$ cat src/rtl/uart_pkg.sv
// Shared definitions for the UART message transmitter.
// Holds the state enum used by the block and frame FSMs, the baud divider
// calculation with rounding, and the parameter legality check.
package uart_pkg;

  typedef enum logic [2:0] {
    ST_IDLE,
    ST_LOAD,
    ST_START,
    ST_DATA,
    ST_STOP,
    ST_FIN
  } uart_state_e;

  // Clocks per bit, rounded to nearest.
  function automatic int unsigned uart_div(input int unsigned clk_hz,
                                           input int unsigned baud);
    return (clk_hz + baud / 2) / baud;
  endfunction

  function automatic bit uart_params_ok(input int unsigned div,
                                        input int unsigned stop_bits);
    return (div >= 2) && ((stop_bits == 1) || (stop_bits == 2));
  endfunction

endpackage

$ cat src/rtl/uart_tx_frame.sv
// Single UART frame serialiser: start bit, 8 data bits LSB first, 1 or 2 stop bits.
// Ports:
//   clk, rst      system clock, synchronous active-high reset
//   load, data    one-cycle strobe with the byte to send; restarts the baud counter
//   serial        registered TX line, idle high
//   ready_c       frame engine can accept a load this cycle
//   frame_done_c  last cycle of the final stop bit
module uart_tx_frame
  import uart_pkg::*;
#(
  parameter int unsigned DIV       = 4,
  parameter int unsigned STOP_BITS = 1
) (
  input  logic       clk,
  input  logic       rst,
  input  logic       load,
  input  logic [7:0] data,
  output logic       serial,
  output logic       ready_c,
  output logic       frame_done_c
);

  localparam int unsigned CW = $clog2(DIV);

  uart_state_e   phase;
  logic [CW-1:0] baud_cnt;
  logic [3:0]    bit_cnt;
  logic [7:0]    shreg;
  logic          baud_end_c;

  assign baud_end_c   = (baud_cnt == CW'(DIV - 1));
  assign frame_done_c = (phase == ST_STOP) && baud_end_c && (bit_cnt == 4'(STOP_BITS - 1));
  assign ready_c      = (phase == ST_IDLE) || frame_done_c;

  // Load wins over everything, so a back-to-back byte replaces the last stop cycle's exit.
  always_ff @(posedge clk) begin
    if (rst) begin
      phase    <= ST_IDLE;
      serial   <= 1'b1;
      baud_cnt <= '0;
      bit_cnt  <= '0;
      shreg    <= '0;
    end else if (load) begin
      phase    <= ST_START;
      serial   <= 1'b0;
      shreg    <= data;
      baud_cnt <= '0;
      bit_cnt  <= '0;
    end else if (phase != ST_IDLE) begin
      baud_cnt <= baud_end_c ? '0 : baud_cnt + CW'(1);
      if (baud_end_c) begin
        case (phase)
          ST_START: begin
            phase  <= ST_DATA;
            serial <= shreg[0];
          end
          ST_DATA: begin
            if (bit_cnt == 4'd7) begin
              phase   <= ST_STOP;
              serial  <= 1'b1;
              bit_cnt <= '0;
            end else begin
              bit_cnt <= bit_cnt + 4'd1;
              shreg   <= {1'b1, shreg[7:1]};
              serial  <= shreg[1];
            end
          end
          ST_STOP: begin
            if (bit_cnt == 4'(STOP_BITS - 1)) phase <= ST_IDLE;
            else                              bit_cnt <= bit_cnt + 4'd1;
          end
          default: phase <= ST_IDLE;
        endcase
      end
    end
  end

endmodule

$ cat src/rtl/uart_msg_tx.sv
// Message transmitter: writable byte buffer sent as a block of back-to-back
// UART frames on request or on a periodic auto-repeat tick.
// Ports:
//   clk, rst            system clock, synchronous active-high reset
//   wr_en/addr/data     buffer write port, accepted at all times
//   msg_len             bytes to send, sampled at block start, clamped to DEPTH
//   send                block request, level-sampled while idle
//   busy, done          block in progress / one-cycle end-of-block pulse
//   serial              UART TX line
//   byte_idx            index of the byte currently framed
module uart_msg_tx
  import uart_pkg::*;
#(
  parameter int unsigned CLK_HZ     = 24000000,
  parameter int unsigned BAUD       = 115200,
  parameter int unsigned DEPTH      = 16,
  parameter int unsigned STOP_BITS  = 1,
  parameter int unsigned PERIOD_CYC = 0,
  localparam int unsigned AW = (DEPTH > 1) ? $clog2(DEPTH) : 1
) (
  input  logic          clk,
  input  logic          rst,
  input  logic          wr_en,
  input  logic [AW-1:0] wr_addr,
  input  logic [7:0]    wr_data,
  input  logic [AW:0]   msg_len,
  input  logic          send,
  output logic          busy,
  output logic          done,
  output logic          serial,
  output logic [AW-1:0] byte_idx
);

  localparam int unsigned DIV = uart_div(CLK_HZ, BAUD);
  localparam int unsigned RW  = (PERIOD_CYC > 1) ? $clog2(PERIOD_CYC) : 1;

  if (!uart_params_ok(DIV, STOP_BITS)) begin : g_param_check
    $error("uart_msg_tx: clocks per bit must be >= 2 and STOP_BITS must be 1 or 2");
  end

  uart_state_e st;
  logic [7:0]  mem [DEPTH];
  logic [AW:0] blk_len;
  logic [AW:0] len_c, nxt_c;
  logic [AW-1:0] rd_addr_c;
  logic        tick_c, start_c, more_c, load_c, ready_c, frame_done_c;

  // Buffer: no reset, asynchronous read.
  always_ff @(posedge clk) begin
    if (wr_en && (32'(wr_addr) < DEPTH)) mem[wr_addr] <= wr_data;
  end

  // Free-running repeat timer; tick on the wrap cycle.
  if (PERIOD_CYC > 0) begin : g_rep
    logic [RW-1:0] rep_cnt;
    always_ff @(posedge clk) begin
      if (rst)                                  rep_cnt <= '0;
      else if (rep_cnt == RW'(PERIOD_CYC - 1))  rep_cnt <= '0;
      else                                      rep_cnt <= rep_cnt + RW'(1);
    end
    assign tick_c = (rep_cnt == RW'(PERIOD_CYC - 1));
  end else begin : g_no_rep
    assign tick_c = 1'b0;
  end

  assign len_c     = (32'(msg_len) > DEPTH) ? (AW+1)'(DEPTH) : msg_len;
  assign nxt_c     = (AW+1)'(byte_idx) + (AW+1)'(1);
  assign more_c    = (nxt_c < blk_len);
  // The done cycle (FIN) also accepts a request, giving a one-cycle minimum gap.
  assign start_c   = ((st == ST_IDLE) || (st == ST_FIN)) && (send || tick_c);
  assign rd_addr_c = (st == ST_LOAD) ? nxt_c[AW-1:0] : '0;
  // Buffer read is merged into the start-bit entry, so loading costs no line time.
  assign load_c    = ready_c && ((start_c && (len_c != '0)) ||
                                 ((st == ST_LOAD) && frame_done_c && more_c));

  uart_tx_frame #(
    .DIV       (DIV),
    .STOP_BITS (STOP_BITS)
  ) u_frame (
    .clk          (clk),
    .rst          (rst),
    .load         (load_c),
    .data         (mem[rd_addr_c]),
    .serial       (serial),
    .ready_c      (ready_c),
    .frame_done_c (frame_done_c)
  );

  // Block FSM; ST_LOAD spans the whole block, each frame end triggers the next load.
  always_ff @(posedge clk) begin
    if (rst) begin
      st       <= ST_IDLE;
      busy     <= 1'b0;
      done     <= 1'b0;
      byte_idx <= '0;
      blk_len  <= '0;
    end else begin
      done <= 1'b0;
      case (st)
        ST_IDLE, ST_FIN: begin
          busy <= 1'b0;
          st   <= ST_IDLE;
          if (start_c) begin
            blk_len  <= len_c;
            byte_idx <= '0;
            if (len_c == '0) begin
              st   <= ST_FIN;
              done <= 1'b1;
            end else begin
              st   <= ST_LOAD;
              busy <= 1'b1;
            end
          end
        end
        ST_LOAD: begin
          if (frame_done_c) begin
            if (more_c) begin
              byte_idx <= nxt_c[AW-1:0];
            end else begin
              st   <= ST_FIN;
              done <= 1'b1;
              busy <= 1'b0;
            end
          end
        end
        default: begin
          st   <= ST_IDLE;
          busy <= 1'b0;
        end
      endcase
    end
  end

endmodule

$ cat config.mk
export PLATFORM = sky130hd
export DESIGN_NAME = uart_msg_tx
export DESIGN_NICKNAME = d
export VERILOG_FILES = /design/src/rtl/uart_pkg.sv /design/src/rtl/uart_tx_frame.sv /design/src/rtl/uart_msg_tx.sv
export SDC_FILE = /design/constraint.sdc
export NUM_CORES = 1
export LEC_CHECK = 0
export CAP_MARGIN = 5
export CORE_UTILIZATION = 61
export CTS_BUF_LIST = sky130_fd_sc_hd__clkbuf_4 sky130_fd_sc_hd__clkbuf_8 sky130_fd_sc_hd__clkbuf_16
export DETAILED_ROUTE_END_ITERATION = 8
export PLACE_DENSITY = 0.8
export SKIP_CTS_REPAIR_TIMING = 1
export SLEW_MARGIN = 0
export SYNTH_ARGS = -nofsm -noshare
export SYNTH_HDL_FRONTEND = slang
export SYNTH_SLANG_ARGS = --single-unit
export TNS_END_PERCENT = 20
$ cat constraint.sdc
create_clock -name clk -period 3.1 [get_ports clk]
set_input_delay 0.31 -clock clk [delete_from_list [all_inputs] [get_ports clk]]
set_output_delay 0.31 -clock clk [all_outputs]
set_load 0.01 [all_outputs]
Yosys cells after proc, flatten, opt, wreduce, memory -nomap -nowiden
Memories as Yosys holds them, arrays and structs flattened. Cells that the tools add are included.

Input port bits: 21. Output and inout port bits: 7. Memories kept: 1. Register bits after elaboration: 38. Logic and storage cells: 109. RAM bits: 128.

Memories: mem (depth 16, bits a word 8, rd ports 1, clocked after Yosys merged registers in 0, write ports 1, RTL line uart_msg_tx.sv:42) `logic [7:0] mem [DEPTH];`.

Mux-type cells: 43. Reduce and logical (&&, ||, !) cells: 32. Equal/unequal tests: 17. $lt $le $gt $ge: 2. $add $sub $neg: 3.

Operators with widths (number): $mux W8 (6); $mux W4 (6); $reduce_and A4 Y1 (5); $mux W3 (6); $pmux W4 S2 (2); $mux W1 (14); $ne A2 B2 Y1 const B (7); $reduce_bool A2 Y1 (5); $pmux W3 S3 (1); $add A8 B1 Y8 const B (1); $eq A8 B8 Y1 const B (1); $logic_and A1 B1 Y1 (7); $eq A3 B2 Y1 const B (2); $eq A3 B3 Y1 const B (2); $logic_not A3 Y1 (2); $mux W2 (3); $pmux W1 S2 (3); $pmux W3 S2 (1); $reduce_bool A3 Y1 (2); $add A4 B1 Y5 const B (1); $gt A5 B5 Y1 const B (1); $logic_not A5 Y1 (1); $lt A5 B5 Y1 (1); $mux W5 (1); 12 further kinds (16).

Logic depth before layout (Yosys ltp)
Gate-level depths: netlist of run 1.

Depth in word-level cells: 9. Depth in mapped cells: 11. Gate-level depth less buffers: 10.

Hierarchy
Synthesis of run 1 repeated with hierarchy kept, for this count alone.

Cells, all modules: 555. Area, all modules: 7254.5 um^2.

By module, submodules not included: uart_msg_tx (area each 5999.5 um^2, sequential area each 4103.9 um^2, instances 1, cells an instance 404); uart_tx_frame (area each 1255.0 um^2, sequential area each 480.5 um^2, instances 1, cells an instance 151).

Least setup slack after synthesis of run 1
Ideal clock, no wire load.

Path kind: register to register. Start: register byte_idx[0]. End: register u_frame.shreg[2]. Clock period less this slack: 2565 ps. Cell stages (with the launch flop): 11. Setup time: 122 ps. Data arrival time: 2443 ps. Setup slack: 535 ps. Cell sequence: dfxtp_1 > ha_1 > nand2b_1 > nand2_1 > ha_1 > a21oi_1 > o21ai_0 > a31oi_1 > a32oi_4 > buf_6 > a221o_2.

Cells in the longest elaborated chain, start to end: 7. Elaborated cells on any way between the ends: 13. Those cells by class: 1 x add/sub; 1 x order compare; 1 x eq/ne; 2 x mux; 7 x reduce/logical; 1 x memory.

Ends and longest elaborated chain: start, declared (RTL line uart_msg_tx.sv:31) `output logic [AW-1:0] byte_idx`; start signal, assigned (RTL line uart_msg_tx.sv:118) `byte_idx <= nxt_c[AW-1:0];`; $add A4 B1 Y5 * (RTL line uart_msg_tx.sv:67) `assign nxt_c = (AW+1)'(byte_idx) + (AW+1)'(1);`; $lt A5 B5 Y1 (RTL line uart_msg_tx.sv:68) `assign more_c = (nxt_c < blk_len);`; $logic_and A1 B1 Y1 (RTL line uart_msg_tx.sv:74) `((st == ST_LOAD) && frame_done_c && more_c));`; $logic_or A1 B1 Y1 (RTL line uart_msg_tx.sv:73) `assign load_c = ready_c && ((start_c && (len_c != '0)) ||`; $logic_and A1 B1 Y1 (RTL line uart_msg_tx.sv:73); $ne A2 B2 Y1 (no line) or $reduce_bool A2 Y1 (tied branches); $reduce_and A4 Y1 (no line); end signal, assigned (RTL line uart_tx_frame.sv:46) `shreg <= data;`; end signal, assigned (RTL line uart_tx_frame.sv:64) `shreg <= {1'b1, shreg[7:1]};`; end, declared (RTL line uart_tx_frame.sv:28) `logic [7:0] shreg;`.

Every way passes the cells marked *; elsewhere a longest branch is shown, timed or not. A chain may end at the register's enable or synchronous reset.

Worst setup path after layout of run 1
Start: register byte_idx[1]. End: register u_frame.shreg[5].

The elaborated chain is that of the path after synthesis.

==> flow_metrics.tcl, run 1 <==
set metrics [dict create \
    outcome "finished clean" \
    p_comb_frac 0.182 \
    routabilityCongestion 0.839 \
    fin_setup_tns_ns 0 \
    critPathMaxFanout 13 \
    antenna_cells 0 \
    port_buffers 27 \
    start_util 0.630 \
    whs_path_depth 2 \
    cp_slowest_cell "a31oi_1" \
    netlist_area_um2 7220 \
    final-setup-viol-count 0 \
    synth_cell_types 54 \
    power.share.sequential 0.469 \
    grt.total_usage 0.254 \
    cts_tree "built" \
    fmax_mhz 354 \
    layout_common_cells "edfxtp_1 (128), nor2_1 (55), a21oi_1 (55), mux2i_1 (38), dfxtp_1 (36)" \
    crit_top_cell "ha_1" \
    first_pass_iters 5 \
    grt_max_degree 69 \
    grt_first_pass_wirelength_um 23400 \
    synth_fp_nets 608 \
    cap_viol_max_count 0 \
    p_int_w 0.00395 \
    num_vias 4641 \
    hold_viol_final 0 \
    synth_edf_count 128 \
    placed_area_um2 7670 \
    p_per_area_nw_per_um2 655 \
    arrival_ns 3.14 \
    grt_pass1_vias 4575 \
    path_cells "ha_1 > nand2b_1 > nand2_1 > ha_1 > a21oi_1 > o21ai_0 > a31oi_1 > a32oi_4 > buf_4 > a221o_2" \
    clk_pin_slew_worst_paths_ns 0.06 \
    relSlewSlack 0.435 \
    syn_to_final_growth_pct 13.8 \
    row_count 39 \
    crit_required_ns 3.41 \
    postLayoutCoreUtil 0.716 \
    vias_per_cell 6.05 \
    antenna_found_initial 0 \
    async_flop_share 0 \
    fin_crit_sh 0.912 \
    maxSlewViolCount 0 \
    drc 0 \
    die_area_um2 12300 \
    worstMarginPinSlew_ns 0.845 \
    grt_overflow_total 0 \
    ioPinCount 28 \
    drt_first_iter_violations 381 \
    synth_flop_cell "edfxtp_1" \
    synthCells 577 \
    final_nets 642 \
    dieWidth_um 111 \
    max_stage_delay_ns 0.41 \
    start_kind "register" \
    avgSynthCellArea_um2 12.5 \
    worst-setup-path-type "register to register" \
    ant_nets 0 \
    fillers 790 \
    p_clk_frac 0.349 \
    r2r.worst_path.cells 10 \
    clock_skew_ns 0.00603 \
    ys_warn_count 0 \
    final_common_cell "edfxtp_1" \
    die_height_um 111 \
    cts_root_buf "clkbuf_16" \
    rsz0062_at_grt "no" \
    synth-seq-cells 165 \
    fin_area_um2 8220 \
    cts_buffers 17 \
    clkSinkCount 165 \
    hp-class "register to register" \
    insertion_delay_ns 0.43 \
    wl_um 14600 \
    cp-end-kind "register" \
    p_leak_nw 2.79 \
    drive_gt1_frac 0.109 \
    vdd_drop_max_v 0.000594 \
    cts_buffer_depth 2 \
    swShare 0.267 \
    netSwitchingPower_w 0.00144 \
    htree_levels 4 \
    min_period_ns 2.83 \
    synth_seq_area_share 0.635 \
    fp.coreArea_um2 11500 \
    hpwl_um 9380 \
    wl_per_cell_um 19.0 \
]
-- metrics by stage --
stage | hold WS, ns | cells | total power (W) | setup slack [ns]
3_5_place_dp | 0.458 | 733 | 0.00353 | 0.106
5_1_grt | 0.488 | 767 | 0.00560 | 0.0325
3_3_place_gp | 0.446 | 733 | 0.00351 | 0.304
4_1_cts | 0.468 | 765 | 0.00541 | 0.109
2_1_floorplan | 0.409 | 577 | 0.00327 | 0.535
6_report | 0.465 | 767 | 0.00538 | 0.274
-- cells in the mapped netlist (2+ instances only) --
library cell | instances | area, µm²
nor2_1 | 55 | 206
buf_2 | 13 | 65.1
nand2_1 | 25 | 93.8
a21o_1 | 5 | 37.5
ha_1 | 10 | 125
nand4_1 | 4 | 25.0
a22oi_1 | 18 | 135
dfxtp_1 | 37 | 741
nand3_1 | 4 | 20.0
a311o_1 | 2 | 20.0
mux2i_1 | 38 | 380
a32o_1 | 2 | 20.0
buf_4 | 2 | 15.0
edfxtp_1 | 128 | 3840
clkbuf_1 | 10 | 37.5
xor2_1 | 2 | 17.5
a21o_2 | 2 | 17.5
o21ai_0 | 7 | 35.0
a221o_2 | 4 | 45.0
buf_6 | 2 | 22.5
nor3b_1 | 7 | 52.6
a21oi_1 | 55 | 275
and2_1 | 3 | 18.8
xnor2_1 | 3 | 26.3
nor2_2 | 3 | 18.8
nor2b_1 | 36 | 225
inv_1 | 11 | 41.3
nand2b_1 | 12 | 75.1
a211oi_1 | 34 | 255
nor3_1 | 11 | 55.1
and3_1 | 7 | 43.8
nand3b_1 | 3 | 22.5
-- critical path, delay by kind of cell, from the launching register on --
kind                       cells  cell delay (ns)
DFF                            1             0.39
adders and majority gates      2             0.57
AOI/OAI and AO/OA              5             1.30
and+or+nand+nor                2             0.24
buffers and inverters          1             0.21
-- logic make-up (layout without fill, tap and decap cells) --
| family | Yosys count | after routing | share of synthesized area |
|---|---|---|---|
| compound gates | 138 | 138 | 0.130 |
| buf+inv | 39 | 86 | 0.0256 |
| fa+ha+maj | 10 | 10 | 0.0173 |
| mux | 39 | 39 | 0.0542 |
| simple gates | 181 | 181 | 0.132 |
| xor+xnor | 5 | 5 | 0.00607 |
| flops | 165 | 165 | 0.635 |
-- path summary, 6_finish.rpt --
path	slack, ns	endpoint	startpoint
min	0.47	blk_len[4]	blk_len[4]
min reg2reg	0.47	blk_len[4]	blk_len[4]
max reg2reg	0.27	u_frame.shreg[5]	byte_idx[1]
max	0.27	u_frame.shreg[5]	byte_idx[1]
-- layout make-up --
type                            count  area [µm²]  share of cell area
Tap cell                          143         179              0.0218
Sequential cell                   165        4590               0.558
Timing Repair Buffer               43         415              0.0506
Clock buffer                       20         448              0.0545
Clock inverter                     12        83.8              0.0102
Multi-Input combinational cell    373        2460               0.300
Inverter                           11        41.3             0.00503
-- metal layers --
layer | up-vias | track usage | routed length (µm)
met5 | - | 0 | 0
met4 | 0 | 0.104 | 340
met3 | 26 | 0.0842 | 787
met2 | 126 | 0.426 | 7550
met1 | 2246 | 0.300 | 5910
li1 | 2243 | - | -
-- power groups by stage --
stage               combinational (W)  clock [W]  sequential [W]
floorplan                    0.000704          0         0.00256
global placement             0.000941          0         0.00257
detailed placement           0.000957          0         0.00257
CTS                          0.000966    0.00192         0.00253
global route                  0.00106    0.00201         0.00253
finish                       0.000979    0.00188         0.00253
-- sequential cells by signal, indices dropped and copies added, names as in the netlist, 2 cells and up --
name              count
blk_len               5
byte_idx              4
mem                 128
st                    2
u_frame.baud_cnt      8
u_frame.bit_cnt       4
u_frame.phase         3
u_frame.shreg         8
Note: power is estimated with default switching activity, not from simulation.
==> inputs of run 2 (changes only) <==
--- a/config.mk
+++ b/config.mk
@@ -5,6 +5,7 @@
 export SDC_FILE = /design/constraint.sdc
 export NUM_CORES = 1
 export LEC_CHECK = 0
+export ABC_AREA = 1
 export CAP_MARGIN = 5
 export CORE_UTILIZATION = 61
 export CTS_BUF_LIST = sky130_fd_sc_hd__clkbuf_4 sky130_fd_sc_hd__clkbuf_8 sky130_fd_sc_hd__clkbuf_16
==> flow_metrics.tcl, run 2 <==
set metrics [dict create \
    synth_flop_cell "edfxtp_1" \
    fin_crit_sh 0.865 \
    grt.total_usage 0.280 \
    synth_seq_area_share 0.614 \
    vdd_drop_max_v 0.000896 \
    synth_cell_types 33 \
    p_leak_nw 3.45 \
    regMostFlops "mem" \
    clkSinkCount 165 \
    wl_um 16700 \
    fp.coreArea_um2 12000 \
    synth_area_leaders "edfxtp_1 (51%), dfxtp_1 (9.9%), nand3_1 (8.0%)" \
    rsz0062_at_grt "no" \
    synth_fp_nets 821 \
    path_cells "ha_1 > nand2_1 > nand2_1 > inv_1 > ha_1 > nand2_1 > nor2_1 > nand2_1 > nand4_1 > nand2_1 > nand2_1 > inv_1 > nand2_1 > nand3_1 > nand2_1 > inv_1" \
    holdWs_ns 0.480 \
    crit_required_ns 3.44 \
    cp_slowest_cell "dfxtp_1" \
    synth-seq-cells 165 \
    final-setup-viol-count 0 \
    start_kind "register" \
    cts_buffer_depth 2 \
    grt_first_pass_wirelength_um 26400 \
    ys_warn_count 0 \
    rr_startpoint "byte_idx[0]" \
    yosys-top-cells-count "nand2_1 (154), edfxtp_1 (128), nand3_1 (119)" \
    worstMarginPinSlew_ns 0.926 \
    cp_top_family "simple AND/OR/NAND/NOR gates" \
    timing.critical_path.to "u_frame.shreg[5]" \
    worst-setup-path-type "register to register" \
    critPathMaxFanout 13 \
    yosys.cell_count.top_type "nand2_1" \
    path_buf_inv 3 \
    num_vias 5674 \
    clk_pin_slew_worst_paths_ns 0.07 \
    synth_edf_count 128 \
    hp-class "register to register" \
    start_util 0.625 \
    cp-end-kind "register" \
    cts_root_buf "clkbuf_16" \
    p_total_w 0.00649 \
    fin_setup_tns_ns 0 \
    synthCells 790 \
    drc 0 \
    async_flop_share 0 \
    first_pass_iters 5 \
    die_height_um 113 \
    crit_start "byte_idx[0]" \
    maxSlewViolCount 0 \
    avgSynthCellArea_um2 9.46 \
    yosys.area.top_type "edfxtp_1" \
    r2r.worst_path.cells 16 \
    cts_tree "built" \
    hold_viol_final 0 \
    final_nets 846 \
    relSlewSlack 0.380 \
    syn_to_final_growth_pct 12.2 \
    routabilityCongestion 0.879 \
    wl_per_cell_um 17.1 \
    ioPinCount 28 \
    min_period_ns 2.68 \
    cp_num_cells 16 \
    grt_pass1_vias 5447 \
    vias_per_cell 5.82 \
    layout_common_cells "nand2_1 (153), edfxtp_1 (128), nand3_1 (119), inv_1 (113), nor2_1 (109)" \
    fmax_mhz 373 \
    clock_skew_ns 0.0104 \
    crit_top_cell "nand2_1" \
    drive_gt1_frac 0.0652 \
    max_stage_delay_ns 0.42 \
    insertion_delay_ns 0.44 \
    reg2reg_setup_slack_ns 0.42 \
    cts_buffers 17 \
    final_common_cell "nand2_1" \
    grt_overflow_total 0 \
    largest_register_ffs 128 \
    p_per_area_nw_per_um2 775 \
    cap_viol_max_count 0 \
    grt_max_degree 65 \
    htree_levels 4 \
    arrival_ns 3.02 \
    hpwl_um 11000 \
    ant_nets 0 \
    antenna_cells 0 \
    die_area_um2 12700 \
    port_buffers 27 \
    largestRegisters "mem (128), u_frame.baud_cnt (8), u_frame.shreg (8)" \
    antenna_found_initial 0 \
    min_from "blk_len[4]" \
    netlist_area_um2 7470 \
    dieWidth_um 113 \
    r2r-end "u_frame.shreg[5]" \
    outcome "finished clean" \
    synth_top_area_frac 0.514 \
    row_count 40 \
    drt_first_iter_violations 673 \
]
-- run 2: changes by cell type in the layout (fill, tap and decap cells not counted), sizes merged, moves of 7 or more --
cell,previous run,this run
nor2,58,115
a211oi,35,4
nand3,5,120
mux2i,38,0
a21o,7,0
nand2b,12,0
inv,12,123
a21oi,55,15
nand2,26,157
nor2b,36,0
o21ai,8,31
nor3,11,3
buf,16,5
a22oi,18,4
-- run 2: cell families (layout without fill, tap and decap cells) --
| kind of cell | count (synthesis) | after routing | share of synthesized area |
|---|---|---|---|
| and+or+nand+nor | 406 | 406 | 0.237 |
| DFF | 165 | 165 | 0.614 |
| buffers and inverters | 145 | 183 | 0.0826 |
| AOI/OAI and AO/OA | 59 | 59 | 0.0440 |
| adders and majority gates | 10 | 10 | 0.0167 |
| xor gates and xnor gates | 4 | 4 | 0.00469 |
| muxes | 1 | 1 | 0.00151 |
-- run 2: routing by layer --
layer / GRT usage / routed length (µm) / up-vias / part of all wire
li1: - / - / 2657 / -
met1: 0.340 / 6540 / 2640 / 0.39
met2: 0.449 / 7950 / 312 / 0.48
met3: 0.0740 / 1480 / 65 / 0.089
met4: 0.170 / 721 / 0 / 0.043
met5: 0 / 0 / - / 0
-- run 2: cell type report --
class / instances / area, µm²
Sequential cell: 165 / 4580
Fill cell: 848 / 3580
Multi-Input combinational cell: 480 / 2270
Inverter: 119 / 447
Clock buffer: 17 / 425
Timing Repair Buffer: 32 / 320
Tap cell: 147 / 184
Clock inverter: 15 / 148
-- run 2: worst min-delay path by stage --
stage                                endpoint  cells after the start
after floorplan                     mem[0][0]                      0
after global placement                  st[2]                      2
after detailed placement           blk_len[4]                      2
after CTS                          blk_len[4]                      2
after global routing      u_frame.baud_cnt[1]                      2
final                              blk_len[4]                      2
-- run 2: worst min-delay path, cell delays in order, from the launching register on --
cell and delay, ns:
dfxtp_1 0.30, inv_1 0.07, a211oi_1 0.07
-- run 2: through the flow --
stage          utilization  cell area, µm²  worst slack [ns]  cells
6_report             0.701            8380             0.417    975
5_1_grt              0.701            8380             0.144    975
4_1_cts              0.701            8380             0.478    975
3_5_place_dp         0.653            7810             0.509    943
3_3_place_gp         0.653            7810             0.574    943
2_1_floorplan            -            7470              1.10    790
-- run 2: power breakdown --
group | switching (W) | internal (W) | leakage, nW
sequential | 0.0000866 | 0.00251 | 1.46
clock | 0.000898 | 0.00113 | 0.280
combinational | 0.00126 | 0.000611 | 1.72
total | 0.00224 | 0.00425 | 3.45
==> RTL edit: new RTL, config.mk and constraints of run 2 <==
Re-encode `uart_state_e` (6 states) as Gray code, 3 bits wide.
--- a/src/rtl/uart_pkg.sv
+++ b/src/rtl/uart_pkg.sv
@@ -4,12 +4,12 @@
 package uart_pkg;
 
   typedef enum logic [2:0] {
-    ST_IDLE,
-    ST_LOAD,
-    ST_START,
-    ST_DATA,
-    ST_STOP,
-    ST_FIN
+    ST_IDLE  = 3'b000,
+    ST_LOAD  = 3'b001,
+    ST_START = 3'b011,
+    ST_DATA  = 3'b010,
+    ST_STOP  = 3'b110,
+    ST_FIN   = 3'b111
   } uart_state_e;
 
   // Clocks per bit, rounded to nearest.
Function: same outputs for any inputs over 10 cycles, from zero or initial values and one cycle with rst high; not proved beyond that.
==> RTL edit against run 2 <==
- final area increased by 0.78%
- first-iteration DRC count fell by 35%
- global-route usage increased by 0.97 points
- area after synthesis shrank 0.10%
- sequential cell count is the same
- power fell by 6.1%
- non-clock buffer count up 2
- wire length rose by 0.88%
- synthesized cell count rose by 1.6%
- setup slack worse by 0.0040 ns
- largest cell class unchanged
==> RTL edit: results (changes against run 2) <==
| Metric | Value |
|---|---|
| Status | finished clean |
| Post-synthesis compound-gate area fraction | 4.978% (+0.57 points) |
| Vias in the first global route | 5706 (+4.8%) |
| Share of cells above drive strength 1 | 6.643% (+0.12 points) |
| Combinational share of power | 22.6% (-6.2 points) |
| Hold Crit Endpoint | blk_len[1]$_SDFFE_PP0P_ |
| Placer congestion estimate | 0.8484 (-3.5%) |
| DRT Wirelength | 16850 um (+0.88%) |
| Placed insts | 958 (+1.6%) |
| CP peak stage delay | 0.55 ns (+0.13 ns) |
| First-pass GRT wire length | 27460 um (+4.1%) |
| Top post-synthesis cells by area | edfxtp_1, dfxtp_1, nand3_1 |
| Min Hold Slack | 0.4742 ns (-0.006237 ns) |
| Routed length per instance | 17.02 um (-0.65%) |
| Net Sw Frac | 31.56% (-3.0 points) |
| Max-slew headroom | 43.29% (+5.3 points) |
| Final worst slack | 0.4133 ns (-0.003961 ns) |
| Largest net degree at the start of global routing | 46 (-29%) |
| Fill cells | 858 (+1.2%) |
| Most numerous cell in the Yosys netlist | nand2_1 |
| Post-synthesis sequential area ratio | 61.41% (+0.062 points) |
| Hold_sp | blk_len[1]$_SDFFE_PP0P_ |
| Pre-CTS setup slack | 0.4763 ns (-0.03256 ns) |
| Mean area per synthesized cell | 9.296 um2 (-1.7%) |
| Mux cell area share after synthesis | 0% (-0.15 points) |
| Yosys warns | 0 (unchanged) |
| Syn nets | 834 (+1.6%) |
| Worst Skew | 0.006977 ns (-0.003442 ns) |
| Crit path capture | u_frame.shreg[4]$_SDFFE_PP0P_ |
| Commonest cells in the netlist | nand2_1, edfxtp_1, nand3_1 |
| Routed via count | 5601 (-1.3%) |
| Worst vdd ir | 569.5 uV (-36%) |
| Maximum fanout along the worst path | 18 (+5) |
| Total track usage | 28.93% (+0.97 points) |
| WP data arrival | 3.01 ns (about the same) |
| Net count, final | 861 (+1.8%) |
| Root Buffer | clkbuf_16 |
| DPL Wire Length | 10680 um (-2.5%) |
| Leakage | 3.510 nW (+1.6%) |
| Synth Area in XOR/XNOR | 0.2347% (-0.23 points) |
| CTS max path bufs | 2 (unchanged) |
| Post-synthesis adder-cell area fraction | 1.676% (+0.0017 points) |
| Drt initial violations | 439 (-35%) |
==> RTL edit: worst register-to-register path, stage by stage (launching register included) <==
cell and delay (ns):
dfxtp_1 0.55, ha_1 0.23, nand2_1 0.10, nand2_1 0.10, inv_1 0.04, ha_1 0.28
nand2_1 0.08, nor2_1 0.10, nand2_1 0.08, nand4_1 0.12, nand2_1 0.08, nand2_2 0.27
inv_1 0.22, nand2_1 0.13, nand3_1 0.09, nand2_1 0.07, inv_1 0.05
==> RTL edit: area by class of cell <==
class / instances / area [um2] / share of cell area, %
clock buffers: 18 / 432.9 / 5.125
clock inverters: 14 / 163.9 / 1.940
inverters: 127 / 476.7 / 5.644
multi-input cells: 485 / 2270 / 26.87
flip-flops and latches: 165 / 4584 / 54.27
well taps: 147 / 183.9 / 2.177
repair buffers: 34 / 335.3 / 3.970
==> RTL edit: kinds of logic after synthesis <==
group,count (synthesis)
flip-flops,165
adder cells (fa/ha/maj),10
XOR/XNOR,2
AND/OR/NAND/NOR,406
buffers and inverters,153
AO/OA/AOI/OAI,67
==> RTL edit: metrics by stage <==
| stage | instance area [um2] | power, mW |
|---|---|---|
| floorplan | 7465 | 3.590 |
| global placement | 7850 | 3.917 |
| detailed placement | 7850 | 3.980 |
| CTS | 8447 | 6.091 |
| global route | 8447 | 6.375 |
| finish | 8447 | 6.094 |
==> RTL edit: metal layers <==
layer | part of all wire (%) | track usage, % | routed length [um] | vias up
met2 | 50 | 49.51 | 8363 | 241
met1 | 40 | 34.17 | 6722 | 2618
met3 | 7.2 | 6.965 | 1219 | 45
met4 | 3.2 | 14.58 | 544 | 0
li1 | - | - | - | 2697
met5 | 0 | 0 | 0 | -
